<file path="src/rtl/urp_pcie_dll_replay_tx_if.sv">
// TLP ingress, link frame egress and DLLP return channel of the TX data link layer.
// master: the replay block itself; slave: the transaction layer / link environment.
interface urp_pcie_dll_replay_tx_if #(
  parameter int unsigned TLP_W = 256,
  parameter int unsigned SEQ_W = 12
);
  logic [TLP_W-1:0]       tlp;
  logic                   tlp_valid;
  logic                   tlp_ready;
  logic [SEQ_W+TLP_W-1:0] tx_tlp_data;
  logic                   tx_tlp_valid;
  logic                   tx_tlp_ready;
  logic [31:0]            dllp;
  logic                   dllp_valid;
  logic                   dllp_ready;

  modport master (
    input  tlp, tlp_valid, tx_tlp_ready, dllp, dllp_valid,
    output tlp_ready, tx_tlp_data, tx_tlp_valid, dllp_ready
  );

  modport slave (
    output tlp, tlp_valid, tx_tlp_ready, dllp, dllp_valid,
    input  tlp_ready, tx_tlp_data, tx_tlp_valid, dllp_ready
  );
endinterface

</file>
<file path="src/rtl/urp_pcie_dll_replay_tx.sv">
// TX data link layer: sequence-tags TLPs, holds them in a replay buffer until ACKed and
// retransmits from the oldest unacked entry on NAK or replay timeout.
module urp_pcie_dll_replay_tx #(
  parameter int unsigned TLP_W          = 256,
  parameter int unsigned SEQ_W          = 12,
  parameter int unsigned DEPTH          = 8,
  parameter int unsigned REPLAY_TIMEOUT = 1024
) (
  input  logic                        clk,
  input  logic                        rst_n,
  urp_pcie_dll_replay_tx_if.master    bus,
  output logic [$clog2(DEPTH):0]      buf_count_o,
  output logic [SEQ_W-1:0]            next_seq_o,
  output logic [SEQ_W-1:0]            acked_seq_o,
  output logic [1:0]                  replay_num_o,
  output logic                        replay_rollover_o
);

  localparam int unsigned IdxW = $clog2(DEPTH);
  localparam int unsigned TmrW = $clog2(REPLAY_TIMEOUT) + 1;
  localparam logic [7:0]  TypeAck = 8'h00;
  localparam logic [7:0]  TypeNak = 8'h10;

  typedef enum logic [0:0] {StNormal, StReplay} state_e;

  state_e                 state_q, state_d;
  logic [SEQ_W-1:0]       nts_q, nts_d, as_q, as_d, send_q, send_d;
  logic [TmrW-1:0]        timer_q, timer_d;
  logic [1:0]             num_q, num_d;
  logic                   roll_q, roll_d, pend_q, pend_d;
  logic [SEQ_W+TLP_W-1:0] mem [DEPTH];

  logic [SEQ_W-1:0] count, count_new, as_new, seq_off, dllp_seq, send_adv;
  logic             tx_valid, beat_done, beat_hold, accept, tlp_ready;
  logic             is_ack, is_nak, seq_ok, purge, timeout, replay_req, replay_go;
  logic [1:0]       num_base;
  logic             unused_dllp;

  assign unused_dllp = ^bus.dllp[23:12];

  // Common decode shared by next-state and output logic
  always_comb begin
    count      = nts_q - as_q - 1'b1;
    tx_valid   = (send_q != nts_q);
    beat_done  = tx_valid && bus.tx_tlp_ready;
    beat_hold  = tx_valid && !bus.tx_tlp_ready;
    tlp_ready  = (state_q == StNormal) && (count != SEQ_W'(DEPTH));
    accept     = bus.tlp_valid && tlp_ready;
    dllp_seq   = bus.dllp[SEQ_W-1:0];
    is_ack     = bus.dllp_valid && (bus.dllp[31:24] == TypeAck);
    is_nak     = bus.dllp_valid && (bus.dllp[31:24] == TypeNak);
    seq_off    = dllp_seq - as_q;
    seq_ok     = (seq_off != '0) && (seq_off <= count);
    purge      = (is_ack || is_nak) && seq_ok;
    as_new     = purge ? dllp_seq : as_q;
    count_new  = nts_q - as_new - 1'b1;
    timeout    = (count != '0) && (timer_q == TmrW'(REPLAY_TIMEOUT - 1));
    replay_req = pend_q || is_nak || timeout;
    // A replay with nothing left after the purge is dropped; a stalled beat defers the rewind
    replay_go  = replay_req && !beat_hold && (count_new != '0);
  end

  // Datapath next state
  always_comb begin
    nts_d    = nts_q + SEQ_W'(accept);
    as_d     = as_new;
    pend_d   = replay_req && beat_hold;
    send_adv = send_q + SEQ_W'(beat_done);
    send_d   = send_adv;
    if (replay_go) begin
      send_d = as_new + 1'b1;
    end else if (!beat_hold && ((send_adv - as_new - 1'b1) > count_new)) begin
      // ACK purged past the send pointer: skip frames the receiver already has
      send_d = as_new + 1'b1;
    end
    timer_d = '0;
    if (!purge && !replay_go && (count != '0)) begin
      timer_d = timer_q + 1'b1;
    end
    num_base = purge ? 2'd0 : num_q;
    num_d    = replay_go ? num_base + 2'd1 : num_base;
    roll_d   = replay_go && (num_base == 2'd3);
  end

  always_comb begin
    state_d = state_q;
    if (replay_go) begin
      state_d = StReplay;
    end else if ((state_q == StReplay) && (send_d == nts_q)) begin
      state_d = StNormal;
    end
  end

  always_ff @(posedge clk or negedge rst_n) begin
    if (!rst_n) begin
      state_q <= StNormal;
      nts_q   <= '0;
      as_q    <= '1;
      send_q  <= '0;
      timer_q <= '0;
      num_q   <= '0;
      roll_q  <= 1'b0;
      pend_q  <= 1'b0;
    end else begin
      state_q <= state_d;
      nts_q   <= nts_d;
      as_q    <= as_d;
      send_q  <= send_d;
      timer_q <= timer_d;
      num_q   <= num_d;
      roll_q  <= roll_d;
      pend_q  <= pend_d;
    end
  end

  always_ff @(posedge clk) begin
    if (accept) begin
      mem[nts_q[IdxW-1:0]] <= {nts_q, bus.tlp};
    end
  end

  always_comb begin
    bus.tlp_ready     = tlp_ready;
    bus.tx_tlp_valid  = tx_valid;
    bus.tx_tlp_data   = tx_valid ? mem[send_q[IdxW-1:0]] : '0;
    bus.dllp_ready    = 1'b1;
    buf_count_o       = count[IdxW:0];
    next_seq_o        = nts_q;
    acked_seq_o       = as_q;
    replay_num_o      = num_q;
    replay_rollover_o = roll_q;
  end

endmodule

</file>
<file path="src/flat_wrapper.sv">
// flat-port wrapper written by rule: the top's interface ports become plain ports
module urp_pcie_dll_replay_tx_flat 
#(
  parameter int unsigned TLP_W          = 256,
  parameter int unsigned SEQ_W          = 12,
  parameter int unsigned DEPTH          = 8,
  parameter int unsigned REPLAY_TIMEOUT = 1024
)
  (clk, rst_n, buf_count_o, next_seq_o, acked_seq_o, replay_num_o, replay_rollover_o, bus_tlp, bus_tlp_valid, bus_tx_tlp_ready, bus_dllp, bus_dllp_valid, bus_tlp_ready, bus_tx_tlp_data, bus_tx_tlp_valid, bus_dllp_ready);
  urp_pcie_dll_replay_tx_if #(.TLP_W(TLP_W), .SEQ_W(SEQ_W)) bus_i ();
  input  logic clk;
  input  logic rst_n;
  output logic [$clog2(DEPTH):0] buf_count_o;
  output logic [SEQ_W-1:0] next_seq_o;
  output logic [SEQ_W-1:0] acked_seq_o;
  output logic [1:0] replay_num_o;
  output logic replay_rollover_o;
  input wire logic [$bits(bus_i.tlp)-1:0] bus_tlp;
  input wire logic [$bits(bus_i.tlp_valid)-1:0] bus_tlp_valid;
  input wire logic [$bits(bus_i.tx_tlp_ready)-1:0] bus_tx_tlp_ready;
  input wire logic [$bits(bus_i.dllp)-1:0] bus_dllp;
  input wire logic [$bits(bus_i.dllp_valid)-1:0] bus_dllp_valid;
  output wire logic [$bits(bus_i.tlp_ready)-1:0] bus_tlp_ready;
  output wire logic [$bits(bus_i.tx_tlp_data)-1:0] bus_tx_tlp_data;
  output wire logic [$bits(bus_i.tx_tlp_valid)-1:0] bus_tx_tlp_valid;
  output wire logic [$bits(bus_i.dllp_ready)-1:0] bus_dllp_ready;
  assign bus_i.tlp = bus_tlp;
  assign bus_i.tlp_valid = bus_tlp_valid;
  assign bus_i.tx_tlp_ready = bus_tx_tlp_ready;
  assign bus_i.dllp = bus_dllp;
  assign bus_i.dllp_valid = bus_dllp_valid;
  assign bus_tlp_ready = bus_i.tlp_ready;
  assign bus_tx_tlp_data = bus_i.tx_tlp_data;
  assign bus_tx_tlp_valid = bus_i.tx_tlp_valid;
  assign bus_dllp_ready = bus_i.dllp_ready;
  urp_pcie_dll_replay_tx #(.TLP_W(TLP_W), .SEQ_W(SEQ_W), .DEPTH(DEPTH), .REPLAY_TIMEOUT(REPLAY_TIMEOUT)) u_core (.clk(clk), .rst_n(rst_n), .bus(bus_i), .buf_count_o(buf_count_o), .next_seq_o(next_seq_o), .acked_seq_o(acked_seq_o), .replay_num_o(replay_num_o), .replay_rollover_o(replay_rollover_o));
endmodule
</file>
<file path="config.mk">
export PLATFORM = sky130hd
export DESIGN_NAME = urp_pcie_dll_replay_tx_flat
export DESIGN_NICKNAME = d
export VERILOG_FILES = /design/src/rtl/urp_pcie_dll_replay_tx_if.sv /design/src/rtl/urp_pcie_dll_replay_tx.sv /design/src/flat_wrapper.sv
export SDC_FILE = /design/constraint.sdc
export NUM_CORES = 2
export LEC_CHECK = 0
export CORE_MARGIN = 4
export CORE_UTILIZATION = 55
export CTS_CLUSTER_SIZE = 8
export DETAILED_ROUTE_END_ITERATION = 12
export DONT_BUFFER_PORTS = 1
export PLACE_DENSITY = 0.75
export SYNTH_ARGS = -nofsm -noshare
export SYNTH_HDL_FRONTEND = slang
export SYNTH_SLANG_ARGS = --single-unit
</file>
<file path="constraint.sdc">
create_clock -name clk -period 25 [get_ports clk]
set_input_delay 2.5 -clock clk [delete_from_list [all_inputs] [get_ports clk]]
set_output_delay 2.5 -clock clk [all_outputs]
set_load 0.02 [all_outputs]
</file>
==> impl_metrics.tcl <==
set metrics [dict create \
    status "finished clean" \
    finalHoldViolCount 0 \
    synth_top_area_share 0.739 \
    port_buffers 0 \
    path_buf_inv 2 \
    fin_tns_setup_ns 0 \
    initial_core_util 0.556 \
    htreeDepth 5 \
    fmax_mhz 91.3 \
    dieArea_mm2 0.165 \
    synthTopCellsByArea "edfxtp_1 74%, mux4_2 14%, mux2i_1 3.2%, nor2_1 1.4%, dfrtp_1 1.1%" \
    cts_buffer_depth 4 \
    critPathTopFamily "compound AO/OA/AOI/OAI gates" \
    avgRoutedWirePerCell_um 30.6 \
    post-route-min-period_ns 10.95 \
    arrival_ns 11.65 \
    synth_edf_count 2144 \
    fin_area_mm2 0.0982 \
    leakagePower_nw 32.0 \
    grt_pass1_vias 44000 \
    die_y_um 406 \
    ys.flop_type "edfxtp_1" \
    drive_gt1_frac 0.231 \
    cts_buffers 325 \
    dr.pass1.iters 6 \
    ioPinCount 595 \
    crit_type "in2reg" \
    worstPathRequired_ns 25.70 \
    slew_violations 0 \
    cts_resized 0 \
    end_kind "flip-flop" \
    drc 0 \
    syn_inst 4137 \
    fin_skew_ns 0.0953 \
    min_path_type "reg2reg" \
    place_inst 6071 \
    track_usage 0.240 \
    final_nets 4712 \
    cts.clk_slew.worst_paths_ns 0.05 \
    ys_ff_latch 2196 \
    post_cts_buffers 0 \
    holdPathStages 1 \
    fillers 10200 \
    ir_worst_vdd_uv 109 \
    cts-root-buf "clkbuf_16" \
    regArea_mm2 0.0657 \
    core-area_mm2 0.157 \
    hpwl_mm 105 \
    crit_fanout 20 \
    cts_tree "built" \
    via_count 41400 \
    grt-ovfl-total 0 \
    worst_path_most_repeated_cell "ha_1" \
    syn-num-nets 4509 \
    slowest_stage "o41ai_1" \
    gp_congestion 0.904 \
    placed_cell_area_mm2 0.0897 \
    synth.distinct_cells 80 \
    final_cells 6438 \
    drt-total-wl_mm 197 \
    avgSynthCellArea_um2 21.1 \
    p_per_area_mw_per_mm2 125 \
    slowest_delay_ns 0.89 \
    grt_pass1_wl_mm 289 \
    die_w_um 406 \
    period_share 0.438 \
    grt_setup_unrepaired "no" \
    max_slew_margin 0.151 \
    synth_commonest_cells "2144 x edfxtp_1, 536 x mux4_2, 322 x nor2_1" \
    cts_sinks 2196 \
    finalSetupViolations 0 \
    yosysTopAreaCell "edfxtp_1" \
    worstMarginPinSlew_ns 1.27 \
    cp_num_cells 32 \
    synthArstFlopShare 0.0237 \
    netlist_area_mm2 0.0871 \
    ant_nets 0 \
    p_total_mw 12.3 \
    syn_to_final_growth_pct 12.7 \
    synth.yosys.seq_area_share 0.754 \
    clock_insertion_delay_worst_skew_ns 0.92 \
    drt_iter0_markers 3986 \
    setup_ws_ns 14.05 \
    dp_slack_ns 13.46 \
    start_kind "primary input" \
    synthMostInstantiatedCell "edfxtp_1" \
    hold_buffers 0 \
    rows 145 \
    multi_input_area_mm2 0.0205 \
    ys_warn_count 0 \
    vias_per_cell 6.42 \
    reg2reg_depth 32 \
    maxCapViolations 0 \
    grt_max_degree 165 \
    grt_antenna_before_repair 5 \
]
-- final cells by class --
cell class	count	share of cell area
inverters	53	0.00203
flip-flops and latches	2196	0.669
repair buffers	74	0.00693
well taps	2058	0.0262
diodes	1	0.0000255
clock buffers	357	0.0854
multi-input cells	1690	0.209
clock inverters	9	0.00122
-- power breakdown --
part / leakage [nW] / total (mW) / switching [mW] / internal, mW
Sequential: 20.1 / 4.82 / 0.179 / 4.64
Combinational: 7.77 / 3.70 / 2.34 / 1.36
Clock: 4.16 / 3.75 / 1.42 / 2.33
-- cell usage in the layout, fill, tap and decap left out, types with 27 or more instances in the layout --
cell and instances:
clkbuf_16 331, mux2i_1 280, dfrtp_1 37, nand2_1 48, ha_1 75, mux4_2 536
edfxtp_1 2144, nor2_1 316, nand3_1 27, buf_4 64, o21ai_0 29, a21oi_1 49
inv_1 53, xnor2_1 69, xor2_1 35
-- routing by layer --
layer,share of wire,vias to the layer above,GRT usage
met5,0,-,0
met4,0.027,0,0.0771
met3,0.10,335,0.0853
met2,0.49,1938,0.386
met1,0.38,21800,0.309
li1,-,17200,-
-- stage by stage --
| step | util | hold slack [ns] |
|---|---|---|
| after floorplan | - | 0.463 |
| after global placement | 0.572 | 0.482 |
| after detailed placement | 0.572 | 0.491 |
| after CTS | 0.626 | 0.500 |
| after global routing | 0.626 | 0.525 |
| final | 0.626 | 0.496 |
-- logic make-up after synthesis --
logic type | share of synthesized area
buffers and inverters | 0.0110
XOR/XNOR | 0.0107
other | 0.0000431
multiplexers | 0.172
AND/OR/NAND/NOR | 0.0267
flip-flops | 0.754
AO/OA/AOI/OAI | 0.0136
adder cells (fa/ha/maj) | 0.0117
-- sequential cells by signal, indices dropped and copies added, names as in the netlist --
name / count
u_core.replay_rollover_o: 1
u_core.send_q: 12
u_core.acked_seq_o: 12
u_core.mem: 2144
u_core.timer_q: 11
u_core.state_q: 1
u_core.pend_q: 1
u_core.next_seq_o: 12
u_core.replay_num_o: 2
-- path summary, 6_finish.rpt --
kind	from	endpoint	slack, ns
setup reg to reg	u_core.acked_seq_o[6]	u_core.state_q	14.53
setup / recovery	bus_dllp[0]	u_core.state_q	14.05
hold reg to reg	u_core.timer_q[0]	u_core.timer_q[0]	0.50
min in group asynchronous	rst_n	u_core.replay_num_o[1]	1.32
hold / removal	u_core.timer_q[0]	u_core.timer_q[0]	0.50
max in group asynchronous	rst_n	u_core.acked_seq_o[1]	23.42
(Power assumes the default switching activity.)
